$ cat config.mk
export PLATFORM = sky130hd
export DESIGN_NAME = panel_loader
export DESIGN_NICKNAME = d
export VERILOG_FILES = /design/src/rtl/panel_loader.sv
export SDC_FILE = /design/constraint.sdc
export NUM_CORES = 1
export LEC_CHECK = 0
export CORE_ASPECT_RATIO = 1.1
export CORE_MARGIN = 3
export CORE_UTILIZATION = 45
export DETAILED_ROUTE_END_ITERATION = 10
export PLACE_DENSITY = 0.78
export SLEW_MARGIN = 40
export SYNTH_ARGS = -nofsm -noshare
export SYNTH_HDL_FRONTEND = slang
export SYNTH_SLANG_ARGS = --single-unit
$ cat constraint.sdc
create_clock -name clk -period 1.1 [get_ports clk]
set_input_delay 0.165 -clock clk [delete_from_list [all_inputs] [get_ports clk]]
set_output_delay 0.165 -clock clk [all_outputs]
set_load 0.005 [all_outputs]
$ cat src/rtl/panel_loader.sv
// Front-panel register loader: debounced deposit button drives a
// clear / gap / set / done pulse sequence onto target flip-flop clr/set pins.
// Optional readback compare enabled by defining PANEL_LOADER_READBACK_EN.
module panel_loader #(
    parameter int WIDTH           = 12,
    parameter int PULSE_CYCLES    = 4,
    parameter int DEBOUNCE_CYCLES = 16
) (
    input  logic             clk,
    input  logic             rst,
    input  logic [WIDTH-1:0] sw_data,
    input  logic             sw_deposit,
`ifdef PANEL_LOADER_READBACK_EN
    input  logic [WIDTH-1:0] reg_q,
    output logic             mismatch,
`endif
    output logic [WIDTH-1:0] reg_clr,
    output logic [WIDTH-1:0] reg_set,
    output logic             busy,
    output logic             done
);

    localparam int PW = (PULSE_CYCLES > 1) ? $clog2(PULSE_CYCLES) : 1;
    localparam int DW = (DEBOUNCE_CYCLES > 1) ? $clog2(DEBOUNCE_CYCLES) : 1;
    localparam logic [PW-1:0] PMAX = PW'(PULSE_CYCLES - 1);
    localparam logic [DW-1:0] DMAX = DW'(DEBOUNCE_CYCLES - 1);

    typedef enum logic [2:0] {
        IDLE,
        CLEAR,
        GAP,
        SET,
        DONE
    } state_t;

    state_t           state;
    logic [PW-1:0]    pcnt;
    logic [DW-1:0]    db_cnt;
    logic             db_level;
    logic             db_prev;
    logic             db_rise;
    logic [WIDTH-1:0] word;

    assign db_rise = db_level & ~db_prev;

    // Debounce: the level flips only after a full run of disagreeing samples.
    always_ff @(posedge clk) begin
        if (rst) begin
            db_level <= 1'b0;
            db_prev  <= 1'b0;
            db_cnt   <= '0;
        end else begin
            db_prev <= db_level;
            if (sw_deposit == db_level) begin
                db_cnt <= '0;
            end else if (db_cnt == DMAX) begin
                db_level <= sw_deposit;
                db_cnt   <= '0;
            end else begin
                db_cnt <= db_cnt + DW'(1);
            end
        end
    end

    // Load sequencer with registered pulse outputs.
    always_ff @(posedge clk) begin
        if (rst) begin
            state   <= IDLE;
            pcnt    <= '0;
            word    <= '0;
            reg_clr <= '0;
            reg_set <= '0;
            busy    <= 1'b0;
            done    <= 1'b0;
        end else begin
            unique case (state)
                IDLE: begin
                    if (db_rise) begin
                        word    <= sw_data;
                        pcnt    <= '0;
                        reg_clr <= '1;
                        busy    <= 1'b1;
                        state   <= CLEAR;
                    end
                end
                CLEAR: begin
                    if (pcnt == PMAX) begin
                        pcnt    <= '0;
                        reg_clr <= '0;
                        state   <= GAP;
                    end else begin
                        pcnt <= pcnt + PW'(1);
                    end
                end
                GAP: begin
                    pcnt    <= '0;
                    reg_set <= word;
                    state   <= SET;
                end
                SET: begin
                    if (pcnt == PMAX) begin
                        pcnt    <= '0;
                        reg_set <= '0;
                        done    <= 1'b1;
                        state   <= DONE;
                    end else begin
                        pcnt <= pcnt + PW'(1);
                    end
                end
                DONE: begin
                    pcnt  <= '0;
                    done  <= 1'b0;
                    busy  <= 1'b0;
                    state <= IDLE;
                end
                default: begin
                    pcnt    <= '0;
                    reg_clr <= '0;
                    reg_set <= '0;
                    done    <= 1'b0;
                    busy    <= 1'b0;
                    state   <= IDLE;
                end
            endcase
        end
    end

`ifdef PANEL_LOADER_READBACK_EN
    // Sticky readback flag: checked in DONE, cleared as the next load starts.
    always_ff @(posedge clk) begin
        if (rst) begin
            mismatch <= 1'b0;
        end else if (state == IDLE && db_rise) begin
            mismatch <= 1'b0;
        end else if (state == DONE && reg_q != word) begin
            mismatch <= 1'b1;
        end
    end
`endif

endmodule

==> results.cfg, run 1 <==
[status]
outcome = complete, but fails checks
failed_checks = setup timing

[placement]
hpwlAfterDp_mm = 2.703
place_congestion = 0.8116
dpl_cell_area_um2 = 2426
dpl_worst_slack_ns = -0.1084
port_buffers = 40

[yosys]
synth_top_family_by_area = compound AO/OA/AOI/OAI gates
synth_cell_types = 32
yosys-mux-area-fraction_pct = 0.5575
synth_xor_area_share_pct = 1.951
synth_top_area_cell = dfxtp_1
synth-simple-area-share_pct = 16.24
synth_top_area_share_pct = 42.37
synth-compound-area-share_pct = 24.74
seq_area_frac_synth_pct = 42.37
synth_nets = 202
synth_area_leaders = dfxtp_1 (42%), o211ai_2 (7.0%), buf_4 (5.9%)
synth_adder_area_share_pct = 1.394
synth.avg_cell_area_um2 = 9.705
netlist_area_um2 = 1795
ys_ff_latch = 38
yosys_warnings = 0
synth_cells = 185

[finish]
post-route-util_pct = 78.90
synthToLayoutAreaGrowth_pct = 64.39
postLayoutCellArea_um2 = 2952
final_nets = 264
insertedDiodeCount = 0
drive_above_1_share_pct = 56.85
multiInputGateArea_um2 = 1122
nFillCells = 223
regArea_um2 = 795.8

[timing]
setup_violations = 30
fin_ws_ns = -0.1506
fin_hold_ws_ns = 0.4310
post-route-period-util_pct = 113.7
fin_worst_skew_ns = 0.005055
tns_ns = -2.525
rsz0062_at_grt = true
final_hold_viol_count = 0
fmax_mhz = 799.6
min_period_ns = 1.251
relSlewSlack_pct = 80.04
max_slew.worst_pin.slew_ns = 0.2962
slew_viol_final = 0

[pwr]
clockPowerShare_pct = 41.6
pwr-share-seq_pct = 49.6
p_int_mw = 2.192
p_switching_uw = 590.6
max-vdd-ir-drop_uv = 818.1
leakage_nw = 1.084
p_per_area_nw_per_um2 = 942.7
netSwitchingFraction_pct = 21.22
power_frac_comb_pct = 8.8

[floorplan]
die_w_um = 66.23
num_io_pins = 41
die_area_um2 = 4785
rows = 23
core_area_um2 = 3741
initial_core_util_pct = 47.99
die_h_um = 72.25

[hold_path]
whs_endpoint = word[7]$_SDFFE_PP0P_
hold_path_class = primary input to flip-flop
hold_depth = 3
min_from = sw_data[7]

[detailed_routing]
wl_mm = 5.115
via_per_inst = 5.500
vias = 1639
drt_iter0_markers = 95
wl_per_cell_um = 17.16
drc = 0
ant_nets = 0
drt_first_pass_iters = 4

[worst_setup_path]
crit_path_cell_trace = buf_12, nor3_4, buf_6, buf_6, nand3_2, a21oi_2
critPathArrivalTime_ns = 1.47
crit_type = flip-flop to flip-flop
critPathCaptureType = flip-flop
cpMostUsedCell = buf_6
slowest_delay_ns = 0.36
cp_max_fo = 5
path_buf_inv = 3
cp-start-kind = flip-flop
reg2reg_from = state[1]$_SDFFE_PP0P_
r2r_slack_ns = -0.15
cp.required_ns = 1.32
cp_top_family = buffers and inverters
worstRegToRegCells = 6
slowest_stage = dfxtp_4
cp-startpoint = state[1]$_SDFFE_PP0P_
regToRegEndpoint = word[3]$_SDFFE_PP0P_

[clocking]
clkTransAtPathRegs_ns = 0.08
tritoncts = built
clk_latency_ns = 0.29
cts_buffers = 5
cts_buffer_depth = 2
cts_hold_buf = 0
numClockSinks = 38
cts-root-buf = clkbuf_8
cts_htree_levels = 2

[global_routing]
antenna_found_initial = 0
grt_pass1_wl_mm = 7.534
grt_max_degree = 14
track_usage_pct = 20.84
grt-ovfl-total = 0
grt_pass1_vias = 1567

[job]
drv_cap = 0
-- layout make-up --
type                       count  share of cell area (%)
clock inverter                 3                   1.357
inverter                       3                  0.4239
tap                           50                   2.120
clock buffer                   5                   2.331
timing repair buffer          81                   28.78
multi-input combinational    118                   38.02
sequential                    38                   26.96
-- what timing repair did --
action / 4_1_cts / 5_1_grt
gates resized for setup: 101 / 27
pin swaps: 23 / 6
buffers inserted: 14 / 4
gates cloned: 2 / 1
setup endpoints to repair: 54 / 39
-- synth_stat cells, drive strengths merged --
cell / n
a211o: 1
a21oi: 28
a31oi: 2
and2b: 2
and3b: 1
buf: 25
clkbuf: 3
clkinv: 1
dfxtp: 38
ha: 2
inv: 2
mux2i: 1
nand2: 17
nand2b: 3
nand3: 16
nand3b: 2
nor2: 5
nor2b: 1
nor3: 4
nor3b: 1
o211ai: 12
o41ai: 12
or3: 2
xnor2: 1
xor2: 3
-- sequential cells by signal, summed over array words and instances (netlist names) --
signal / count
reg_set: 12
word: 12
done: 1
reg_clr: 1
db_prev: 1
pcnt: 2
busy: 1
state: 3
db_cnt: 4
db_level: 1
-- metrics by stage --
stage | instances | power [mW]
2_1_floorplan | 185 | 1.528
3_3_place_gp | 270 | 1.654
3_5_place_dp | 270 | 1.659
4_1_cts | 294 | 2.813
5_1_grt | 298 | 2.882
6_report | 298 | 2.782
-- cells in the final DEF (no fill, tap or decap), types with 2 or more instances in the layout --
cell	count
o211ai_2	10
buf_2	6
clkdlybuf4s50_1	14
a21oi_1	5
dlygate4sd2_1	15
nand3_1	11
buf_12	11
or3_1	2
buf_4	21
nor3_1	3
nor2_1	5
dfxtp_1	20
a31oi_1	2
buf_6	12
nand3b_1	2
o41ai_2	5
inv_1	2
nand3_4	2
o41ai_4	7
and2b_4	2
clkbuf_8	5
dfxtp_2	13
nand2_1	12
nand2b_1	2
clkinv_2	3
xor2_1	2
dfxtp_4	5
nand3_2	3
o211ai_1	2
a21oi_2	23
nand2_2	5
-- kinds of logic (layout without fill, tap and decap cells) --
kind of cell	count (synthesis)	in the layout
AO/OA/AOI/OAI	55	55
XOR/XNOR	4	4
adder cells (fa/ha/maj)	2	2
buffers and inverters	31	92
flip-flops	38	38
multiplexers	1	1
AND/OR/NAND/NOR	54	56
-- worst max path at each step --
stage	to	slack [ns]	cells after the start
3_5_place_dp	reg_set[11]$_SDFFE_PP0P_	-0.11	4
4_1_cts	pcnt[0]$_SDFFE_PP0P_	-0.07	4
2_1_floorplan	reg_set[10]$_SDFFE_PP0P_	-0.06	5
3_3_place_gp	pcnt[0]$_SDFFE_PP0P_	-0.08	4
5_1_grt	word[3]$_SDFFE_PP0P_	-0.20	6
6_report	word[3]$_SDFFE_PP0P_	-0.15	6
-- worst reg2reg max path: cells and delay by family, from the launching register on --
family                 cells  cell delay [ns]
and+or+nand+nor            2             0.25
AOI/OAI and AO/OA          1             0.17
buffers and inverters      3             0.40
DFF                        1             0.36
-- power by group through the flow --
| stage | Clock, mW | Sequential [mW] | Combinational [mW] |
|---|---|---|---|
| detailed placement | 0 | 1.43 | 0.230 |
| global placement | 0 | 1.43 | 0.227 |
| CTS | 1.19 | 1.38 | 0.246 |
| finish | 1.16 | 1.38 | 0.245 |
| floorplan | 0 | 1.43 | 0.102 |
| global route | 1.24 | 1.38 | 0.261 |
-- metal layers --
metal	vias to the layer above	global-route usage (%)	part of all wire, %
met4	0	8.126	3.4
met2	51	35.17	51
li1	781	-	-
met5	-	0	0
met1	791	25.15	40
met3	16	5.418	4.8
No activity file was read; power rests on OpenSTA's default activity.
==> run 2, diff against run 1 <==
CORE_UTILIZATION = 35   (was 45)
PLACE_DENSITY = 0.73   (was 0.78)
==> run 2 against run 1 <==
The run still ends with setup timing left. Register-to-register slack gained 0.02 ns. Via count fell by 2.3%. Critical path depth decreased by 1. Global-route usage down 4.2 points. Maximum frequency is 2.0% higher.
==> results.cfg, run 2 (synthesized netlist as in run 1, its figures left out) <==
[worst_setup_path]
critPathCaptureType = flip-flop
cp_max_fo = 6
cp.required_ns = 1.32
crit_type = flip-flop to flip-flop
cp-start-kind = flip-flop
critPathArrivalTime_ns = 1.44

[clocking]
cts_htree_levels = 2
cts_buffers = 5
cts-root-buf = clkbuf_8
tritoncts = built
numClockSinks = 38
clk_latency_ns = 0.29
cts_buffer_depth = 2
clkTransAtPathRegs_ns = 0.07
cts_hold_buf = 0

[timing]
setup_violations = 26
relSlewSlack_pct = 79.32
fin_hold_ws_ns = 0.4490
max_slew.worst_pin.slew_ns = 0.3069
fin_ws_ns = -0.1265
fmax_mhz = 815.3
slew_viol_final = 0
min_period_ns = 1.226
rsz0062_at_grt = true
final_hold_viol_count = 0
fin_worst_skew_ns = 0.006351
post-route-period-util_pct = 111.5

[pwr]
power_frac_comb_pct = 7.1
netSwitchingFraction_pct = 21.40
p_switching_uw = 575.4
p_per_area_nw_per_um2 = 939.4
leakage_nw = 1.060
clockPowerShare_pct = 41.6
p_int_mw = 2.114
pwr-share-seq_pct = 51.3
max-vdd-ir-drop_uv = 708.0

[status]
failed_checks = setup timing
outcome = complete, but fails checks

[detailed_routing]
drt_iter0_markers = 54
ant_nets = 0
drt_first_pass_iters = 4
via_per_inst = 5.287
vias = 1602
drc = 0
wl_per_cell_um = 16.15
wl_mm = 4.893

[placement]
hpwlAfterDp_mm = 2.851
dpl_worst_slack_ns = -0.1490
port_buffers = 40
place_congestion = 0.7541

[finish]
drive_above_1_share_pct = 59.51
insertedDiodeCount = 0
synthToLayoutAreaGrowth_pct = 59.44
final_nets = 263
reg_top3 = reg_set (12), word (12), db_cnt (4)
layout_common_cells = a21oi_2 (21), buf_4 (21), dfxtp_1 (20)

[global_routing]
grt_max_degree = 18
antenna_found_initial = 0
grt_pass1_vias = 1624
grt-ovfl-total = 0
track_usage_pct = 16.65
grt_pass1_wl_mm = 7.693

[floorplan]
rows = 26
die_w_um = 74.29
core_area_um2 = 4782
die_h_um = 81.12
initial_core_util_pct = 37.55
die_area_um2 = 6026
num_io_pins = 41

[hold_path]
hold_path_class = flip-flop to flip-flop

[job]
drv_cap = 0
-- run 2: worst max-delay path: stages, from the launching register on --
cell and delay, ns:
dfxtp_2 0.34, ha_4 0.16, and2b_4 0.31, buf_12 0.14, o211ai_2 0.09, a21oi_2 0.12
-- run 2: layout make-up --
cell class	instances	area, µm²
Inverter	3	13.76
Multi-Input combinational cell	117	1131
Timing Repair Buffer	81	744.5
Tap cell	56	70.07
Clock buffer	8	110.1
Sequential cell	38	793.3
Fill cell	376	1919
-- run 2: metrics by stage --
stage          setup TNS, ns  std cells  power (mW)  area, µm²  util, %
6_report              -1.806        303       2.689       2863    59.86
5_1_grt               -3.283        303       2.817       2863    59.86
2_1_floorplan        -0.5003        185       1.528       1896        -
4_1_cts               -2.031        302       2.716       2698    56.41
3_3_place_gp          -1.488        277       1.621       2354    49.22
3_5_place_dp          -2.127        277       1.625       2354    49.22
-- run 2: worst paths after layout --
| check | start | endpoint | slack [ns] | cells after the start |
|---|---|---|---|---|
| hold reg to reg | db_cnt[0]$_SDFF_PP0_ | db_cnt[0]$_SDFF_PP0_ | 0.45 | 1 |
| setup / recovery | pcnt[1]$_SDFFE_PP0P_ | reg_set[10]$_SDFFE_PP0P_ | -0.13 | 5 |
| hold / removal | db_cnt[0]$_SDFF_PP0_ | db_cnt[0]$_SDFF_PP0_ | 0.45 | 1 |
| setup reg to reg | pcnt[1]$_SDFFE_PP0P_ | reg_set[10]$_SDFFE_PP0P_ | -0.13 | 5 |
-- run 2: what timing repair did --
action	in CTS	in global routing
gates resized for setup	106	37
setup endpoints to repair	54	31
buffers inserted	15	2
gates cloned	2	0
pin swaps	36	20
-- run 2: power by group through the flow --
stage                     Sequential (mW)  Clock [mW]  Combinational (mW)
after global routing                 1.38        1.23               0.208
final                                1.38        1.12               0.190
after global placement               1.43           0               0.194
after CTS                            1.38        1.14               0.189
after floorplan                      1.43           0               0.102
after detailed placement             1.43           0               0.197
-- run 2: routing by layer --
layer	vias to the layer above	share of wire, %	global-route usage (%)
li1	782	-	-
met1	758	42	20.21
met2	50	50	28.72
met3	12	5.9	4.332
met4	0	2.4	4.982
met5	-	0	0
